===== src/rtl/k12a_io_mailbox.sv =====
// K12a IO-bus mailbox: answers in/out strobes and buffers bytes between the core and an
// external host through an RX FIFO (host->CPU) and a TX FIFO (CPU->host).
module k12a_io_mailbox #(
  parameter int   DEPTH_LOG2 = 3,
  parameter logic PORT_HI    = 1'b0
) (
  input  logic       clock,
  input  logic       reset_n,
  input  logic [2:0] io_addr,
  input  logic       io_load,
  input  logic       io_store,
  input  logic [7:0] data_in,
  output logic [7:0] data_out,
  output logic       data_out_en,
  output logic       wake,
  input  logic [7:0] host_rx_data,
  input  logic       host_rx_valid,
  output logic       host_rx_ready,
  output logic [7:0] host_tx_data,
  output logic       host_tx_valid,
  input  logic       host_tx_ready
);

  localparam int DEPTH = 1 << DEPTH_LOG2;
  localparam int CNT_W = DEPTH_LOG2 + 1;
  localparam logic [CNT_W-1:0]      FULL_COUNT = CNT_W'(DEPTH);
  localparam logic [CNT_W-1:0]      CNT_ONE    = CNT_W'(1);
  localparam logic [DEPTH_LOG2-1:0] PTR_ONE    = (DEPTH_LOG2)'(1);

  localparam logic [1:0] REG_RXDATA = 2'd0;
  localparam logic [1:0] REG_STATUS = 2'd1;
  localparam logic [1:0] REG_TXDATA = 2'd2;
  localparam logic [1:0] REG_CTRL   = 2'd3;

  logic [7:0]            rx_mem [DEPTH];
  logic [7:0]            tx_mem [DEPTH];
  logic [DEPTH_LOG2-1:0] rx_wr_ptr_reg, rx_rd_ptr_reg, tx_wr_ptr_reg, tx_rd_ptr_reg;
  logic [CNT_W-1:0]      rx_count_reg, tx_count_reg;
  logic                  rx_unf_reg, tx_ovf_reg;
  logic [1:0]            ctrl_reg;

  logic       sel, cpu_rd, cpu_wr;
  logic [1:0] reg_addr;
  logic       rx_nonempty, rx_full, tx_nonempty, tx_full;
  logic       rx_push, rx_pop, rx_unf_set;
  logic       tx_push, tx_pop, tx_wr_req, tx_ovf_set;
  logic       status_wr, ctrl_wr;
  logic [7:0] status;

  // A simultaneous load+store is treated as a store: the read side effects are suppressed.
  assign sel      = (io_addr[2] == PORT_HI);
  assign reg_addr = io_addr[1:0];
  assign cpu_rd   = io_load & sel & ~io_store;
  assign cpu_wr   = io_store & sel;

  assign rx_nonempty = (rx_count_reg != '0);
  assign rx_full     = (rx_count_reg == FULL_COUNT);
  assign tx_nonempty = (tx_count_reg != '0);
  assign tx_full     = (tx_count_reg == FULL_COUNT);

  assign rx_push    = host_rx_valid & ~rx_full;
  assign rx_pop     = cpu_rd & (reg_addr == REG_RXDATA) & rx_nonempty;
  assign rx_unf_set = cpu_rd & (reg_addr == REG_RXDATA) & ~rx_nonempty;

  // A write into a full TX FIFO is dropped even if the host frees a slot on the same edge.
  assign tx_pop     = tx_nonempty & host_tx_ready;
  assign tx_wr_req  = cpu_wr & (reg_addr == REG_TXDATA);
  assign tx_push    = tx_wr_req & ~tx_full;
  assign tx_ovf_set = tx_wr_req & tx_full;

  assign status_wr = cpu_wr & (reg_addr == REG_STATUS);
  assign ctrl_wr   = cpu_wr & (reg_addr == REG_CTRL);
  assign status    = {2'b00, tx_ovf_reg, rx_unf_reg, tx_full, tx_nonempty, rx_full, rx_nonempty};

  assign host_rx_ready = ~rx_full;
  assign host_tx_valid = tx_nonempty;
  assign host_tx_data  = tx_nonempty ? tx_mem[tx_rd_ptr_reg] : 8'h00;
  assign wake          = (ctrl_reg[0] & rx_nonempty) | (ctrl_reg[1] & ~tx_nonempty);
  assign data_out_en   = io_load & sel;

  always_comb begin
    data_out = 8'h00;
    if (data_out_en) begin
      unique case (reg_addr)
        REG_RXDATA: data_out = rx_nonempty ? rx_mem[rx_rd_ptr_reg] : 8'h00;
        REG_STATUS: data_out = status;
        REG_TXDATA: data_out = 8'h00;
        REG_CTRL:   data_out = {6'b000000, ctrl_reg};
        default:    data_out = 8'h00;
      endcase
    end
  end

  // Storage arrays carry no reset; emptiness is defined entirely by the counts.
  always_ff @(posedge clock) begin
    if (rx_push) rx_mem[rx_wr_ptr_reg] <= host_rx_data;
    if (tx_push) tx_mem[tx_wr_ptr_reg] <= data_in;
  end

  always_ff @(posedge clock or negedge reset_n) begin
    if (!reset_n) begin
      rx_wr_ptr_reg <= '0;
      rx_rd_ptr_reg <= '0;
      rx_count_reg  <= '0;
      tx_wr_ptr_reg <= '0;
      tx_rd_ptr_reg <= '0;
      tx_count_reg  <= '0;
      rx_unf_reg    <= 1'b0;
      tx_ovf_reg    <= 1'b0;
      ctrl_reg      <= 2'b00;
    end else begin
      if (rx_push) rx_wr_ptr_reg <= rx_wr_ptr_reg + PTR_ONE;
      if (rx_pop)  rx_rd_ptr_reg <= rx_rd_ptr_reg + PTR_ONE;
      if (rx_push && !rx_pop)      rx_count_reg <= rx_count_reg + CNT_ONE;
      else if (!rx_push && rx_pop) rx_count_reg <= rx_count_reg - CNT_ONE;

      if (tx_push) tx_wr_ptr_reg <= tx_wr_ptr_reg + PTR_ONE;
      if (tx_pop)  tx_rd_ptr_reg <= tx_rd_ptr_reg + PTR_ONE;
      if (tx_push && !tx_pop)      tx_count_reg <= tx_count_reg + CNT_ONE;
      else if (!tx_push && tx_pop) tx_count_reg <= tx_count_reg - CNT_ONE;

      // Setting a sticky flag beats a write-1-to-clear on the same edge.
      if (rx_unf_set)                      rx_unf_reg <= 1'b1;
      else if (status_wr && data_in[4])    rx_unf_reg <= 1'b0;
      if (tx_ovf_set)                      tx_ovf_reg <= 1'b1;
      else if (status_wr && data_in[5])    tx_ovf_reg <= 1'b0;

      if (ctrl_wr) ctrl_reg <= data_in[1:0];
    end
  end

endmodule


===== config.mk =====
export PLATFORM = sky130hd
export DESIGN_NAME = k12a_io_mailbox
export DESIGN_NICKNAME = d
export VERILOG_FILES = /design/src/rtl/k12a_io_mailbox.sv
export SDC_FILE = /design/constraint.sdc
export NUM_CORES = 1
export LEC_CHECK = 0
export CAP_MARGIN = 15
export CORE_MARGIN = 3
export CORE_UTILIZATION = 40
export CTS_BUF_LIST = sky130_fd_sc_hd__clkbuf_4 sky130_fd_sc_hd__clkbuf_8
export CTS_CLUSTER_DIAMETER = 80
export DETAILED_ROUTE_END_ITERATION = 6
export SLEW_MARGIN = 25
export SYNTH_ARGS = -nofsm -noshare
export SYNTH_HDL_FRONTEND = slang
export SYNTH_SLANG_ARGS = --single-unit
export TNS_END_PERCENT = 20

===== constraint.sdc =====
create_clock -name clock -period 2.9 [get_ports clock]
set_input_delay 0.58 -clock clock [delete_from_list [all_inputs] [get_ports clock]]
set_output_delay 0.58 -clock clock [all_outputs]
set_load 0.01 [all_outputs]

==> metrics.cfg, run 1 <==
[power]
powerDensity_nw_per_um2 = 866
p_leak_uw = 0.00283
ir_drop_mv = 0.421

[cells_and_area]
fillers = 1328
multi_input_area_um2 = 1880
layout_commonest_cell = edfxtp_1
fin_nets = 500
reg_top3 = rx_mem x64, tx_mem x64
area_growth_pct = 22.7
diodes = 0
ff_latch_area_um2 = 4450
drive_above_1_share = 0.288
final_cell_mix = edfxtp_1, buf_4, mux4_2

[placement]
post-place-ws_ns = -0.543
dp_hpwl_mm = 8.34
place.gp.congestion = 0.777
io_buffer_count = 44

[worst_setup_path]
cp_data_arrival_time_ns = 2.27
cpMostUsedCell = buf_12
cp-end-kind = output pin
startpoint_type = register
worstSetupPathType = register to output pin
worstPathMaxFanout = 8
crit_path_cell_trace = buf_12, buf_12, mux4_2, mux2i_1, o22ai_1, dlygate4sd2_1
crit_required_ns = 2.32
slowest_stage = mux4_2
slowest_delay_ns = 0.49

[detailed_routing]
drt_iter0_markers = 272
drc_errors = 0
wl_mm = 12.6
detail_route.wl_per_cell_um = 18.3
via_per_inst = 5.06
drt-pass1-iter-count = 4
antenna_left = 0
vias = 3473

[synthesis]
netlist_area_um2 = 6400
synth_top_family_by_area = multiplexers
yosys.area.top_type = edfxtp_1
synth-async-reset-ratio = 0.158
synth_compound_area_frac = 0.0238
ys.warnings.count = 0
synth_flop_cell = edfxtp_1
ys_seq_area_frac = 0.694
synthCells = 361
synth_fa_ha_area_frac = 0.0258
synth_top_area_frac = 0.600
ys_top_cells_by_area = edfxtp_1, mux4_2, dfrtp_1
synth.area.mux_share = 0.156
synth_edf_count = 128
synthSimpleGateAreaFrac = 0.0645
synth_xor_area_frac = 0.0164
avgSynthCellArea_um2 = 17.7
synth-seq-cells = 152
ys_types = 43
syn-num-nets = 398

[timing]
holdWs_ns = 0.493
timing.slew.headroom = 0.604
final.setup.worst_slack_ns = 0.0481
min_period_ns = 2.85
fmax_ghz = 0.351
timing.final.crit_share = 0.983
drv_slew = 0
rsz0062_at_grt = true
hold_violations = 0
setup_viol = 0
finalClockSkew_ns = 0.00992
tightestPinTransition_ns = 0.594

[floorplan]
die_h_um = 133
io-pin-count = 45
rows = 45
die_w_um = 133
core_um2 = 15400
start_util = 0.415
die_area_um2 = 17600

[grt]
antenna_found_initial = 0
track_usage = 0.153
grt_pass1_wl_mm = 20.3
grt_max_degree = 25
grt_pass1_vias = 3690
overflow = 0

[run]
cap_violations = 0

[clock_network]
h-tree-depth = 4
cts_root_buf = clkbuf_8
cts.reportedPaths.clkPinSlew_ns = 0.08
insertion_delay_ns = 0.44
cts_tree = done
clock_sinks = 152
cts_buffers = 17
cts_buffer_depth = 2

[hold_path]
hold_class = input port to async pin

[status]
outcome = complete, no violations

==> critical path: cells and delay by family (launching register included) <==
kind,cells,cell delay [ns]
multiplexers,2,0.75
flip-flops,1,0.37
AO/OA/AOI/OAI,1,0.13
buffers and inverters,3,0.58
==> cells in the mapped netlist, drive strengths merged (7+ instances only) <==
cell type and count:
mux2i 20, buf 10, mux2 8, nor2 24, dfrtp 24, nor3 11
ha 10, xnor2 9, edfxtp 128, nand2b 7, nand2 22, mux4 31
==> per-stage QoR <==
| stage | total power [µW] | cell area (µm²) | utilization | TNS, ns | cells |
|---|---|---|---|---|---|
| finish | 6810 | 7860 | 0.509 | 0 | 687 |
| floorplan | 4400 | 6400 | - | 0 | 361 |
| global route | 7210 | 7860 | 0.509 | -0.0686 | 687 |
| detailed placement | 5330 | 7410 | 0.480 | -4.19 | 650 |
| CTS | 6910 | 7840 | 0.508 | 0 | 687 |
| global placement | 5290 | 7410 | 0.480 | -3.63 | 650 |
==> per-layer routing <==
metal | global-route usage | vias to the layer above | part of all wire | routed length (µm)
met5 | 0 | - | 0 | 0
met1 | 0.210 | 1783 | 0.45 | 5690
met2 | 0.240 | 70 | 0.49 | 6210
met3 | 0.0392 | 6 | 0.044 | 554
li1 | - | 1614 | - | -
met4 | 0.0520 | 0 | 0.0082 | 103
==> repair_timing <==
item | CTS | global route
setup buffers | 5 | 0
hold buffers | 0 | 0
gates resized for setup | 30 | 13
setup endpoints to repair | 17 | 13
cloned | 0 | 0
pin swaps | 0 | 0
==> area by class of cell <==
| class | count | area share |
|---|---|---|
| repair buffers | 99 | 0.114 |
| clock buffers | 19 | 0.0317 |
| well taps | 211 | 0.0336 |
| flip-flops and latches | 152 | 0.566 |
| clock inverters | 13 | 0.0134 |
| inverters | 5 | 0.00239 |
| multi-input cells | 188 | 0.240 |
==> path summary, 6_finish.rpt <==
check                                             start                           end  slack, ns  cells after the start
min in group clock               rx_unf_reg$_DFFE_PN0P_        rx_unf_reg$_DFFE_PN0P_       0.50                      2
hold reg to reg                  rx_unf_reg$_DFFE_PN0P_        rx_unf_reg$_DFFE_PN0P_       0.50                      2
max in group asynchronous                       reset_n  rx_rd_ptr_reg[1]$_DFFE_PN0P_       2.14                      2
setup / recovery           rx_rd_ptr_reg[0]$_DFFE_PN0P_                   data_out[2]       0.05                      6
setup reg to reg            tx_count_reg[2]$_DFFE_PN0P_   tx_count_reg[3]$_DFFE_PN0P_       0.29                      8
hold / removal                                  reset_n   rx_count_reg[2]$_DFFE_PN0P_       0.49                      2
==> where the power goes <==
part / total, µW / internal, µW / switching [µW]
registers: 2970 / 2680 / 287
clock network: 1450 / 688 / 760
logic: 2390 / 1330 / 1060
total: 6810 / 4700 / 2100
==> logic make-up (layout without fill, tap and decap cells) <==
family,after synthesis,count (layout)
adders and majority gates,12,12
and+or+nand+nor,81,81
AOI/OAI and AO/OA,24,24
DFF,152,152
xor gates and xnor gates,12,12
muxes,59,59
buffers and inverters,21,136
No activity file was read; power rests on OpenSTA's default activity.
==> run 2, diff against run 1 <==
--- a/config.mk
+++ b/config.mk
@@ -6,11 +6,12 @@
 export NUM_CORES = 1
 export LEC_CHECK = 0
 export CAP_MARGIN = 15
-export CORE_MARGIN = 3
+export CORE_MARGIN = 2
 export CORE_UTILIZATION = 40
 export CTS_BUF_LIST = sky130_fd_sc_hd__clkbuf_4 sky130_fd_sc_hd__clkbuf_8
 export CTS_CLUSTER_DIAMETER = 80
 export DETAILED_ROUTE_END_ITERATION = 6
+export HOLD_SLACK_MARGIN = 0.15
 export SLEW_MARGIN = 25
 export SYNTH_ARGS = -nofsm -noshare
 export SYNTH_HDL_FRONTEND = slang
==> run 2 against run 1 <==
Wire length is 0.36% higher; clock power grew 14%; count of clock-buffer cells in the layout down 2; critical endpoint is now data_out[4]; final area grew 1.3%; global-route usage increased by 0.63 points; maximum frequency grew 0.23%; total power up 3.6%; utilization decreased by 0.46 points; die area decreased by 3.0%; final cell count rose by 0.87%; register-to-register slack worse by 0.05 ns; worst setup slack improved by 0.0066 ns.
==> metrics.cfg, run 2 (same netlist as run 1, synthesis figures left out) <==
[worst_setup_path]
rrSetupSlack_ns = 0.24
crit_path_cell_trace = clkdlybuf4s50_1, or4b_4, nand2b_1, buf_4, o21ai_0, clkbuf_2
worstPathMaxFanout = 6
cp-end-kind = output pin
crit_required_ns = 2.32
slowest_stage = or4b_4
cp_data_arrival_time_ns = 2.27
startpoint_type = input port
worstSetupPathType = input port to output pin
slowest_delay_ns = 0.52

[detailed_routing]
antenna_left = 0
drt-pass1-iter-count = 4
drc_errors = 0
drt_iter0_markers = 164
wl_mm = 12.6
via_per_inst = 5.02
vias = 3479
detail_route.wl_per_cell_um = 18.2

[timing]
rsz0062_at_grt = false
min_period_ns = 2.85
finalClockSkew_ns = 0.0105
hold_violations = 0
timing.final.crit_share = 0.981
fmax_ghz = 0.351
tightestPinTransition_ns = 0.680
fin_setup_tns_ns = 0
timing.slew.headroom = 0.547
setup_viol = 0
drv_slew = 0

[power]
powerDensity_nw_per_um2 = 886
p_leak_uw = 0.00286
ir_drop_mv = 0.576

[grt]
track_usage = 0.159
grt_pass1_wl_mm = 19.6
grt_pass1_vias = 3611
overflow = 0
grt_max_degree = 25
antenna_found_initial = 0

[clock_network]
cts_tree = done
cts.reportedPaths.clkPinSlew_ns = 0.09
h-tree-depth = 4
cts_buffer_depth = 2
clock_sinks = 152
insertion_delay_ns = 0.44
cts_buffers = 17
cts_root_buf = clkbuf_8

[placement]
place.gp.congestion = 0.786
place_area_um2 = 7460
dp_hpwl_mm = 8.54
io_buffer_count = 44

[floorplan]
die_area_um2 = 17000
io-pin-count = 45
core_um2 = 15800
start_util = 0.406
rows = 46
die_w_um = 131
die_h_um = 131

[cells_and_area]
layout_commonest_cell = edfxtp_1
fin_nets = 501
final_cell_mix = edfxtp_1, buf_4, mux4_2
diodes = 0
drive_above_1_share = 0.310
area_growth_pct = 24.3
stdcell_area_um2 = 7960
reg_top3 = rx_mem x64, tx_mem x64

[run]
cap_violations = 0

[hold_path]
hold_class = input port to async pin

[status]
outcome = complete, no violations

-- run 2: cell types whose count changed in the layout (fill, tap and decap cells not counted), moves of 2 or more --
cell,previous run,this run
inv_8,0,4
buf_12,3,5
clkbuf_4,2,0
clkinv_1,4,0
inv_6,2,5
mux2i_2,1,3
clkbuf_2,2,6
dlygate4sd2_1,7,3
-- run 2: layout make-up --
cell class	count	area [µm²]
timing repair buffer	100	908
multi-input combinational	188	1900
inverter	5	18.8
tap	216	270
fill	1370	7810
clock inverter	15	178
sequential	152	4450
clock buffer	17	234
-- run 2: worst paths after layout --
kind                            cells after the start                            to                        start
max in group asynchronous                           2  tx_rd_ptr_reg[1]$_DFFE_PN0P_                      reset_n
worst min-delay path                                2   tx_count_reg[2]$_DFFE_PN0P_                      reset_n
worst max-delay path                                6                   data_out[4]                   io_addr[0]
min in group clock                                  2        rx_unf_reg$_DFFE_PN0P_       rx_unf_reg$_DFFE_PN0P_
worst max register to register                      8   tx_count_reg[3]$_DFFE_PN0P_  tx_count_reg[2]$_DFFE_PN0P_
worst min register to register                      2        rx_unf_reg$_DFFE_PN0P_       rx_unf_reg$_DFFE_PN0P_
-- run 2: repair_timing --
action,in CTS,in global routing
cloned,0,0
pin swaps,0,3
hold buffers,0,0
endpoints found under the setup margin,13,16
gates resized for setup,22,27
setup buffers,4,0
-- run 2: worst max-delay path, delay by kind of cell --
family                 cells  cell delay [ns]
buffers and inverters      3             0.78
and+or+nand+nor            2             0.72
AOI/OAI and AO/OA          1             0.19
-- run 2: through the flow --
stage / setup slack [ns] / power (µW) / hold slack (ns) / std cells / utilization
finish: 0.0546 / 7050 / 0.492 / 693 / 0.505
global route: 0.00207 / 7440 / 0.503 / 693 / 0.505
CTS: -0.0619 / 7120 / 0.472 / 693 / 0.503
detailed placement: -0.613 / 5350 / 0.471 / 657 / 0.473
global placement: -0.438 / 5310 / 0.471 / 657 / 0.473
floorplan: 0.0635 / 4400 / 0.284 / 361 / -
-- run 2: power breakdown --
group	total, µW	internal [µW]	switching (µW)
clock network	1660	800	859
logic	2430	1360	1070
registers	2960	2680	282
total	7050	4840	2210
-- run 2: layer usage --
layer,GRT usage,wire (µm),vias to the layer above
met5,0,0,-
met4,0.0563,205,0
met3,0.0399,453,16
met2,0.260,6170,76
met1,0.210,5770,1759
li1,-,-,1628
